**src/rtl/rx_peak_finder.sv**
```systemverilog
`default_nettype none
// ============================================================================
// Module   : rx_peak_finder
// Summary  : |x| per correlation channel, max-select, then a threshold/hold
//            tracker that reports one peak (id, magnitude, timestamp) per burst.
// Revision : 1.0
// ============================================================================
module rx_peak_finder #(
  parameter int NUM_SEQ   = 16,
  parameter int CORR_W    = 41,
  parameter int TS_W      = 32,
  parameter int HOLD_LEN  = 64,
  parameter int BLANK_LEN = 256
) (
  input  logic                       crx_clk,
  input  logic                       rrx_rst_n,
  input  logic                       erx_en,
  input  logic                       inew_corr_trig,
  input  logic [NUM_SEQ*CORR_W-1:0]  icorr_flat,
  input  logic [CORR_W-2:0]          ithreshold,
  output logic                       opeak_valid,
  output logic [$clog2(NUM_SEQ)-1:0] opeak_seq_id,
  output logic [CORR_W-2:0]          opeak_value,
  output logic [TS_W-1:0]            opeak_timestamp,
  output logic                       obusy
);

  localparam int ID_W    = $clog2(NUM_SEQ);
  localparam int MAG_W   = CORR_W - 1;
  localparam int HOLD_W  = $clog2(HOLD_LEN + 1);
  localparam int BLANK_W = (BLANK_LEN > 0) ? $clog2(BLANK_LEN + 1) : 1;
  localparam logic [HOLD_W-1:0]  C_HOLD  = HOLD_W'(HOLD_LEN);
  localparam logic [BLANK_W-1:0] C_BLANK = BLANK_W'(BLANK_LEN);

  typedef enum logic [1:0] {
    S_IDLE   = 2'd0,
    S_TRACK  = 2'd1,
    S_REPORT = 2'd2,
    S_BLANK  = 2'd3
  } state_t;

  logic [MAG_W-1:0] w_abs [NUM_SEQ];

  generate
    for (genvar g = 0; g < NUM_SEQ; g++) begin : g_abs
      logic [CORR_W-1:0] w_raw;
      logic [CORR_W-1:0] w_neg;
      assign w_raw = icorr_flat[g*CORR_W +: CORR_W];
      assign w_neg = ~w_raw + CORR_W'(1);
      // Only the most negative input still has its sign bit set after negation.
      assign w_abs[g] = !w_raw[CORR_W-1] ? w_raw[MAG_W-1:0] :
                        w_neg[CORR_W-1]  ? {MAG_W{1'b1}}    : w_neg[MAG_W-1:0];
    end
  endgenerate

  logic [TS_W-1:0]  r_ts;
  logic [TS_W-1:0]  r_s1_ts;
  logic [TS_W-1:0]  r_s2_ts;
  logic             r_s1_valid;
  logic             r_s2_valid;
  logic [MAG_W-1:0] r_s1_mag [NUM_SEQ];
  logic [MAG_W-1:0] r_s2_max;
  logic [ID_W-1:0]  r_s2_id;
  logic [MAG_W-1:0] w_max;
  logic [ID_W-1:0]  w_max_id;

  // Strict greater-than keeps the lowest index on ties.
  always_comb begin
    w_max    = r_s1_mag[0];
    w_max_id = '0;
    for (int k = 1; k < NUM_SEQ; k++) begin
      if (r_s1_mag[k] > w_max) begin
        w_max    = r_s1_mag[k];
        w_max_id = ID_W'(k);
      end
    end
  end

  always_ff @(posedge crx_clk or negedge rrx_rst_n) begin
    if (!rrx_rst_n) begin
      r_ts       <= '0;
      r_s1_ts    <= '0;
      r_s2_ts    <= '0;
      r_s1_valid <= 1'b0;
      r_s2_valid <= 1'b0;
      r_s2_max   <= '0;
      r_s2_id    <= '0;
      for (int k = 0; k < NUM_SEQ; k++) r_s1_mag[k] <= '0;
    end else if (!erx_en) begin
      r_ts       <= '0;
      r_s1_valid <= 1'b0;
      r_s2_valid <= 1'b0;
    end else begin
      r_s1_valid <= inew_corr_trig;
      r_s2_valid <= r_s1_valid;
      if (inew_corr_trig) begin
        r_ts     <= r_ts + TS_W'(1);
        r_s1_ts  <= r_ts;
        r_s1_mag <= w_abs;
      end
      if (r_s1_valid) begin
        r_s2_max <= w_max;
        r_s2_id  <= w_max_id;
        r_s2_ts  <= r_s1_ts;
      end
    end
  end

  state_t             r_state;
  state_t             w_state_nx;
  logic [HOLD_W-1:0]  r_hold_cnt;
  logic [HOLD_W-1:0]  w_hold_nx;
  logic [HOLD_W-1:0]  w_hold_inc;
  logic [BLANK_W-1:0] r_blank_cnt;
  logic [BLANK_W-1:0] w_blank_nx;
  logic [BLANK_W-1:0] w_blank_inc;
  logic               w_store;
  logic               w_report;
  logic               w_above;
  logic [MAG_W-1:0]   r_st_val;
  logic [ID_W-1:0]    r_st_id;
  logic [TS_W-1:0]    r_st_ts;
  logic               r_peak_valid;
  logic [ID_W-1:0]    r_peak_id;
  logic [MAG_W-1:0]   r_peak_val;
  logic [TS_W-1:0]    r_peak_ts;

  assign w_above     = (r_s2_max >= ithreshold);
  assign w_hold_inc  = r_hold_cnt + HOLD_W'(1);
  assign w_blank_inc = r_blank_cnt + BLANK_W'(1);

  always_comb begin
    w_state_nx = r_state;
    w_hold_nx  = r_hold_cnt;
    w_blank_nx = r_blank_cnt;
    w_store    = 1'b0;
    w_report   = 1'b0;
    case (r_state)
      S_IDLE: begin
        if (r_s2_valid && w_above) begin
          w_store    = 1'b1;
          w_hold_nx  = '0;
          w_state_nx = S_TRACK;
        end
      end
      S_TRACK: begin
        if (r_s2_valid) begin
          if (r_s2_max > r_st_val) begin
            w_store   = 1'b1;
            w_hold_nx = '0;
          end else if (w_hold_inc == C_HOLD) begin
            w_report   = 1'b1;
            w_hold_nx  = '0;
            w_state_nx = S_REPORT;
          end else begin
            w_hold_nx = w_hold_inc;
          end
        end
      end
      S_REPORT: begin
        w_blank_nx = '0;
        // A sample landing on the report cycle is consumed as the next state would.
        if (BLANK_LEN == 0) begin
          w_state_nx = S_IDLE;
          if (r_s2_valid && w_above) begin
            w_store    = 1'b1;
            w_hold_nx  = '0;
            w_state_nx = S_TRACK;
          end
        end else if (r_s2_valid && (C_BLANK == BLANK_W'(1))) begin
          w_state_nx = S_IDLE;
        end else begin
          w_state_nx = S_BLANK;
          if (r_s2_valid) w_blank_nx = BLANK_W'(1);
        end
      end
      S_BLANK: begin
        if (r_s2_valid) begin
          if (w_blank_inc == C_BLANK) begin
            w_blank_nx = '0;
            w_state_nx = S_IDLE;
          end else begin
            w_blank_nx = w_blank_inc;
          end
        end
      end
      default: w_state_nx = S_IDLE;
    endcase
  end

  always_ff @(posedge crx_clk or negedge rrx_rst_n) begin
    if (!rrx_rst_n) begin
      r_state      <= S_IDLE;
      r_hold_cnt   <= '0;
      r_blank_cnt  <= '0;
      r_st_val     <= '0;
      r_st_id      <= '0;
      r_st_ts      <= '0;
      r_peak_valid <= 1'b0;
      r_peak_id    <= '0;
      r_peak_val   <= '0;
      r_peak_ts    <= '0;
    end else if (!erx_en) begin
      r_state      <= S_IDLE;
      r_hold_cnt   <= '0;
      r_blank_cnt  <= '0;
      r_st_val     <= '0;
      r_st_id      <= '0;
      r_st_ts      <= '0;
      r_peak_valid <= 1'b0;
      r_peak_id    <= '0;
      r_peak_val   <= '0;
      r_peak_ts    <= '0;
    end else begin
      r_state      <= w_state_nx;
      r_hold_cnt   <= w_hold_nx;
      r_blank_cnt  <= w_blank_nx;
      r_peak_valid <= w_report;
      if (w_store) begin
        r_st_val <= r_s2_max;
        r_st_id  <= r_s2_id;
        r_st_ts  <= r_s2_ts;
      end
      if (w_report) begin
        r_peak_id  <= r_st_id;
        r_peak_val <= r_st_val;
        r_peak_ts  <= r_st_ts;
      end
    end
  end

  assign opeak_valid     = r_peak_valid;
  assign opeak_seq_id    = r_peak_id;
  assign opeak_value     = r_peak_val;
  assign opeak_timestamp = r_peak_ts;
  assign obusy           = (r_state == S_TRACK) || (r_state == S_BLANK);

endmodule
`default_nettype wire

```
**config.mk**
```make
export PLATFORM = sky130hd
export DESIGN_NAME = rx_peak_finder
export DESIGN_NICKNAME = d
export VERILOG_FILES = /design/src/rtl/rx_peak_finder.sv
export SDC_FILE = /design/constraint.sdc
export NUM_CORES = 2
export LEC_CHECK = 0
export BUFFER_PORTS_ARGS = -buffer_cell sky130_fd_sc_hd__buf_2
export CAP_MARGIN = 10
export CORE_MARGIN = 3
export CORE_UTILIZATION = 60
export CTS_BUF_LIST = sky130_fd_sc_hd__clkbuf_2
export CTS_CLUSTER_DIAMETER = 120
export DETAILED_ROUTE_END_ITERATION = 7
export PLACE_DENSITY_LB_ADDON = 0.25
export SYNTH_ARGS = -nofsm -noshare
export SYNTH_HDL_FRONTEND = slang
export SYNTH_SLANG_ARGS = --single-unit
export TNS_END_PERCENT = 10
```
**constraint.sdc**
```tcl
create_clock -name crx_clk -period 116.8 [get_ports crx_clk]
set_input_delay 5.84 -clock crx_clk [delete_from_list [all_inputs] [get_ports crx_clk]]
set_output_delay 5.84 -clock crx_clk [all_outputs]
set_load 0.1 [all_outputs]
```
==> Word-level counts from Yosys, hierarchy flattened <==
Cells that the tools add are included.
{ "totals": {"reg_bits": 953, "in_bits": 700, "out_inout_bits": 78, "wordCells": 215} }
{ "op_classes": {"add_sub_neg": 19, "magnitude_cmp": 17, "eq_ne": 16, "n_mux": 106, "bitwise_logic": 16, "reduce_logical": 8} }
{ "ops": {"columns": ["operator", "n"], "rows": [
  ["40-bit two-way mux", 51],
  ["41-bit by 1-bit adder with 41-bit output, second input constant", 16],
  ["41-bit NOT", 16],
  ["40-bit > comparator", 16],
  ["32-bit two-way mux", 6],
  ["4-bit two-way mux", 17],
  ["40-bit >= comparator", 1],
  ["7-bit two-way mux", 5],
  ["32-bit by 1-bit adder with 32-bit output, second input constant", 1],
  ["9-bit two-way mux", 3],
  ["3-bit != test, second input constant", 6],
  ["9-bit case mux with 2 select lines", 1],
  ["2-bit two-way mux", 8],
  ["7-bit case mux with 2 select lines", 1],
  ["1-bit two-way mux", 12],
  ["9-bit by 1-bit adder with 9-bit output, second input constant", 1],
  ["9-bit == test, second input constant", 1],
  ["2-bit case mux with 4 select lines", 1],
  ["7-bit by 1-bit adder with 7-bit output, second input constant", 1],
  ["7-bit == test, second input constant", 1],
  ["2-bit by 1-bit != test with 1-bit output, second input constant", 3],
  ["3-bit by 1-bit != test with 1-bit output, second input constant", 2],
  ["2-bit AND reduction", 3],
  ["6-bit AND reduction", 1],
  ["other kinds (7)", 8]
]} }

==> Depth between registers and ports, before layout <==
{ "depth": {"word_depth": 30, "depth_mapped": 246, "depth_no_buf": 223} }

==> Worst setup path before layout <==
Ideal clock, no wire load.
{ "synth_path": {"kind": "register to register", "from": "reg r_s1_mag[595] (netlist name)", "to": "reg r_s2_id[3]", "setup_ns": 0.126, "t_arrival_ns": 40.044, "required_time_ns": 116.674, "path_slack_ns": 76.630, "path_stages_with_launch": 237, "path_buffers": 24, "synth_period_minus_slack_ns": 40.170, "path_cell_list": "dfrtp_1 > ha_1 > nand4_1 > nor4_1 > o311a_1 > nor2_1 > a21oi_1 > buf_1 > mux2i_1 > ha_1 > a211o_1 > a21oi_1 > o22ai_1 > o31a_1 > a211o_1 > o21ai_1 > clkbuf_1 > buf_1 > [201 not listed] > nor2b_1 > o21ai_0 > nand2b_1 > a21oi_1 > nor2b_1 > o21ai_0 > nand2b_1 > a21oi_1 > o21ai_0 > a21o_1 > a221o_1 > a21oi_1 > a21oi_1 > nor2_1 > clkbuf_1 > nand2_1 > nor4_1 > nor2_1"} }
{ "synth_via": {"elab_chain_cells": 30, "elab_cells_between_ends": 41, "classes_between": "order compare: 15; mux: 26"} }
{ "synth_rtl": {"columns": ["item", "line", "rtl"], "rows": [
  ["start: declaration", "61", "logic [MAG_W-1:0] r_s1_mag [NUM_SEQ];"],
  ["start signal: assignment", "99", "r_s1_mag <= w_abs;"],
  ["40-bit > comparator", "72", "if (r_s1_mag[k] > w_max) begin"],
  ["40-bit two-way mux *", "72", null],
  ["40-bit > comparator", "72", null],
  ["40-bit two-way mux *", "72", null],
  ["40-bit > comparator", "72", null],
  ["40-bit two-way mux *", "72", null],
  ["40-bit > comparator", "72", null],
  ["40-bit two-way mux", "72", null],
  ["[14 not listed]", null, null],
  ["40-bit > comparator", "72", null],
  ["40-bit two-way mux", "72", null],
  ["40-bit > comparator", "72", null],
  ["40-bit two-way mux", "72", null],
  ["40-bit > comparator", "72", null],
  ["40-bit two-way mux", "72", null],
  ["40-bit > comparator", "72", null],
  ["4-bit two-way mux *", "72", null],
  ["end signal: assignment", "103", "r_s2_id <= w_max_id;"],
  ["end: declaration", "63", "logic [ID_W-1:0] r_s2_id;"]
]} }
Every way passes the cells marked *; elsewhere a longest branch is shown, timed or not.
A chain may end at the register's enable or synchronous reset.

==> Worst setup path in the final report <==
{ "layout_path": {"from": "reg r_s1_mag[622] (netlist name)", "to": "reg r_s2_id[3]"} }
Same word-level chain as after synthesis.

==> flow_summary.json <==
{
  "ys_ff_latch": 953,
  "yosys_warnings": 0,
  "antenna_left": 0,
  "holdPathEnd": "r_s2_ts[25]$_DFFE_PN0P_",
  "finalSetupViolations": 0,
  "cts_setup_buffers": 0,
  "cp_common_cell": "a21oi_1",
  "status": "finished clean",
  "cp.arrival_ns": 52.95,
  "dp_hpwl_um": 216400,
  "via_per_inst": 6.256,
  "tightest_slew_ns": 1.178,
  "root_buffer": "clkbuf_2",
  "grt_pass1_vias": 70210,
  "via_count": 73470,
  "chipHeight_um": 360.0,
  "area_growth_pct": 9.403,
  "cts.repair.resized": 0,
  "final_common_cell": "nand2_1",
  "netlist_area_um2": 75170,
  "finalCritPeriodShare": 0.4404,
  "grt_max_degree": 190,
  "avgSynthCellArea_um2": 8.117,
  "gr-total-overflow": 0,
  "period_minus_slack_ns": 51.44,
  "slew-limit-headroom": 0.2149,
  "whs_path_depth": 2,
  "r2r-start": "r_s1_mag[622]$_DFFE_PN0P_",
  "clock_skew_ns": 0.2457,
  "synth_cells": 9261,
  "final_cell_area_um2": 82240,
  "r2r_cells": 225,
  "dr.pass1.iters": 7,
  "drive_gt1_frac": 0.1611,
  "placed_cell_area_um2": 79920,
  "crit_path_start_kind": "register",
  "synthArstFlopShare": 1.000,
  "max_freq_mhz": 19.44,
  "cts_hold_buf": 0,
  "yosysSeqAreaShare": 0.3173,
  "hold_path_class": "reg2reg",
  "regArea_um2": 23850,
  "hold_viol_final": 0,
  "multi_input_area_um2": 47290,
  "hold_start": "r_s1_ts[25]$_DFFE_PN0P_",
  "r2r-end": "r_s2_id[3]$_DFFE_PN0P_",
  "antenna_found_initial": 36,
  "rsz0062_at_grt": "false",
  "die_x_um": 360.0,
  "setup_tns_ns": 0,
  "fillers": 10780,
  "cts_max_level": 5,
  "place.gp.congestion": 1.058,
  "path_clk_slew_ns": 0.10,
  "path_class": "reg2reg",
  "drtIter0Drc": 7550,
  "synth_cell_types": 98,
  "numPortBuffers": 777,
  "startpoint": "r_s1_mag[622]$_DFFE_PN0P_",
  "synth_edf_count": 0,
  "critPathMaxStageDelay_ns": 0.87,
  "synth_fp_nets": 10650,
  "die_area_um2": 129600,
  "wire_per_inst_um": 23.45,
  "worst-path-max-fanout": 79,
  "cts_tree": "done",
  "grtUsageTotal": 0.4128,
  "most-common-layout-cells": "1662 x nand2_1, 1037 x o21ai_0, 953 x dfrtp_1",
  "start_util": 0.6064,
  "maxCapViolations": 0,
  "fin_nets": 11300,
  "r2r_slack_ns": 65.36,
  "clock_sinks": 953,
  "io_pins": 778,
  "wl_um": 275500,
  "finalMaxSlewViolations": 0,
  "clockBufferDepth": 4,
  "num_rows": 129,
  "clk-insertion-delay-late_ns": 1.76,
  "cp_data_required_time_ns": 118.31,
  "cts_buffers": 275,
  "core_area_um2": 124000,
  "grt_pass1_wl_um": 415600,
  "endpoint_kind": "register",
  "drc": 0,
  "ys_dominant_reg_cell": "dfrtp_1",
  "slowest_stage": "o221a_2"
}
kinds of logic after synthesis:
group                    Yosys count  share of synthesized area
XOR/XNOR                         629                    0.07329
multiplexers                     317                    0.04696
buffers and inverters           1089                    0.05563
flip-flops                       953                     0.3173
adder cells (fa/ha/maj)          695                     0.1155
AO/OA/AOI/OAI                   2381                     0.1945
AND/OR/NAND/NOR                 3197                     0.1969
stage by stage:
| step | hold WS, ns | setup slack, ns | util | cells |
|---|---|---|---|---|
| after CTS | 0.3909 | 66.51 | 0.6627 | 11710 |
| after detailed placement | 0.4488 | 66.67 | 0.6447 | 11270 |
| after global routing | 0.4158 | 61.67 | 0.6633 | 11740 |
| final | 0.3744 | 65.36 | 0.6634 | 11750 |
| after global placement | 0.4480 | 67.95 | 0.6447 | 11270 |
| after floorplan | 0.4386 | 76.63 | - | 9261 |
layer usage:
| layer | GRT usage | share of wire |
|---|---|---|
| met1 | 0.5323 | 0.40 |
| met2 | 0.6445 | 0.45 |
| met3 | 0.09204 | 0.089 |
| met4 | 0.2303 | 0.063 |
| met5 | 0 | 0.00023 |
final cells by class:
cell class | instances | share of cell area
inverter | 616 | 0.02822
sequential | 953 | 0.2900
antenna | 38 | 0.001156
multi-input combinational | 7219 | 0.5751
clock buffer | 379 | 0.02307
tap | 1637 | 0.02491
timing repair buffer | 842 | 0.05365
clock inverter | 61 | 0.003956
how the worst max path moves through the flow:
stage	end	depth (start not counted)
3_5_place_dp	r_s2_id[3]$_DFFE_PN0P_	219
3_3_place_gp	r_s2_max[27]$_DFFE_PN0P_	217
2_1_floorplan	r_s2_id[3]$_DFFE_PN0P_	236
5_1_grt	r_s2_id[3]$_DFFE_PN0P_	226
4_1_cts	r_s2_id[3]$_DFFE_PN0P_	219
6_report	r_s2_id[3]$_DFFE_PN0P_	225
sequential cells by signal (all words and copies together), names as in the netlist, 32 cells and up:
| name | count |
|---|---|
| opeak_value | 40 |
| r_s1_ts | 32 |
| r_s1_mag | 640 |
| r_s2_ts | 32 |
| r_st_val | 40 |
| r_st_ts | 32 |
| r_ts | 32 |
| r_s2_max | 40 |
| opeak_timestamp | 32 |
worst max-delay path: cells and delay by family, from the launching register on:
family	cells	cell delay, ns
mux	8	3.37
flops	1	0.37
buf+inv	22	5.74
fa+ha+maj	15	4.06
simple gates	72	14.13
compound gates	108	23.24
synth_stat cells (44+ instances only):
library cell,count,area (µm²)
xnor2_1,459,4020
ha_1,691,8646
and3_1,44,275.3
inv_1,613,2301
clkbuf_1,405,1520
nand2b_1,170,1064
dfrtp_1,953,23850
o221ai_1,64,560.5
a21o_1,159,1194
mux2_2,275,3097
nor2b_1,74,462.9
or3_1,216,1351
a31oi_1,87,544.3
a211oi_1,56,420.4
nand2_1,1665,6250
nor3_1,56,280.3
o31ai_1,163,1224
a21oi_1,443,2217
o21ai_0,1037,5190
nor2_1,400,1501
nand3_1,196,980.9
a21boi_0,56,420.4
o41ai_1,69,604.3
or4_1,114,855.8
xor2_1,170,1489
nand4_1,143,894.6
Power is not shown: default switching activity piles up to over one toggle a cycle in this logic, so the estimate is an artifact.
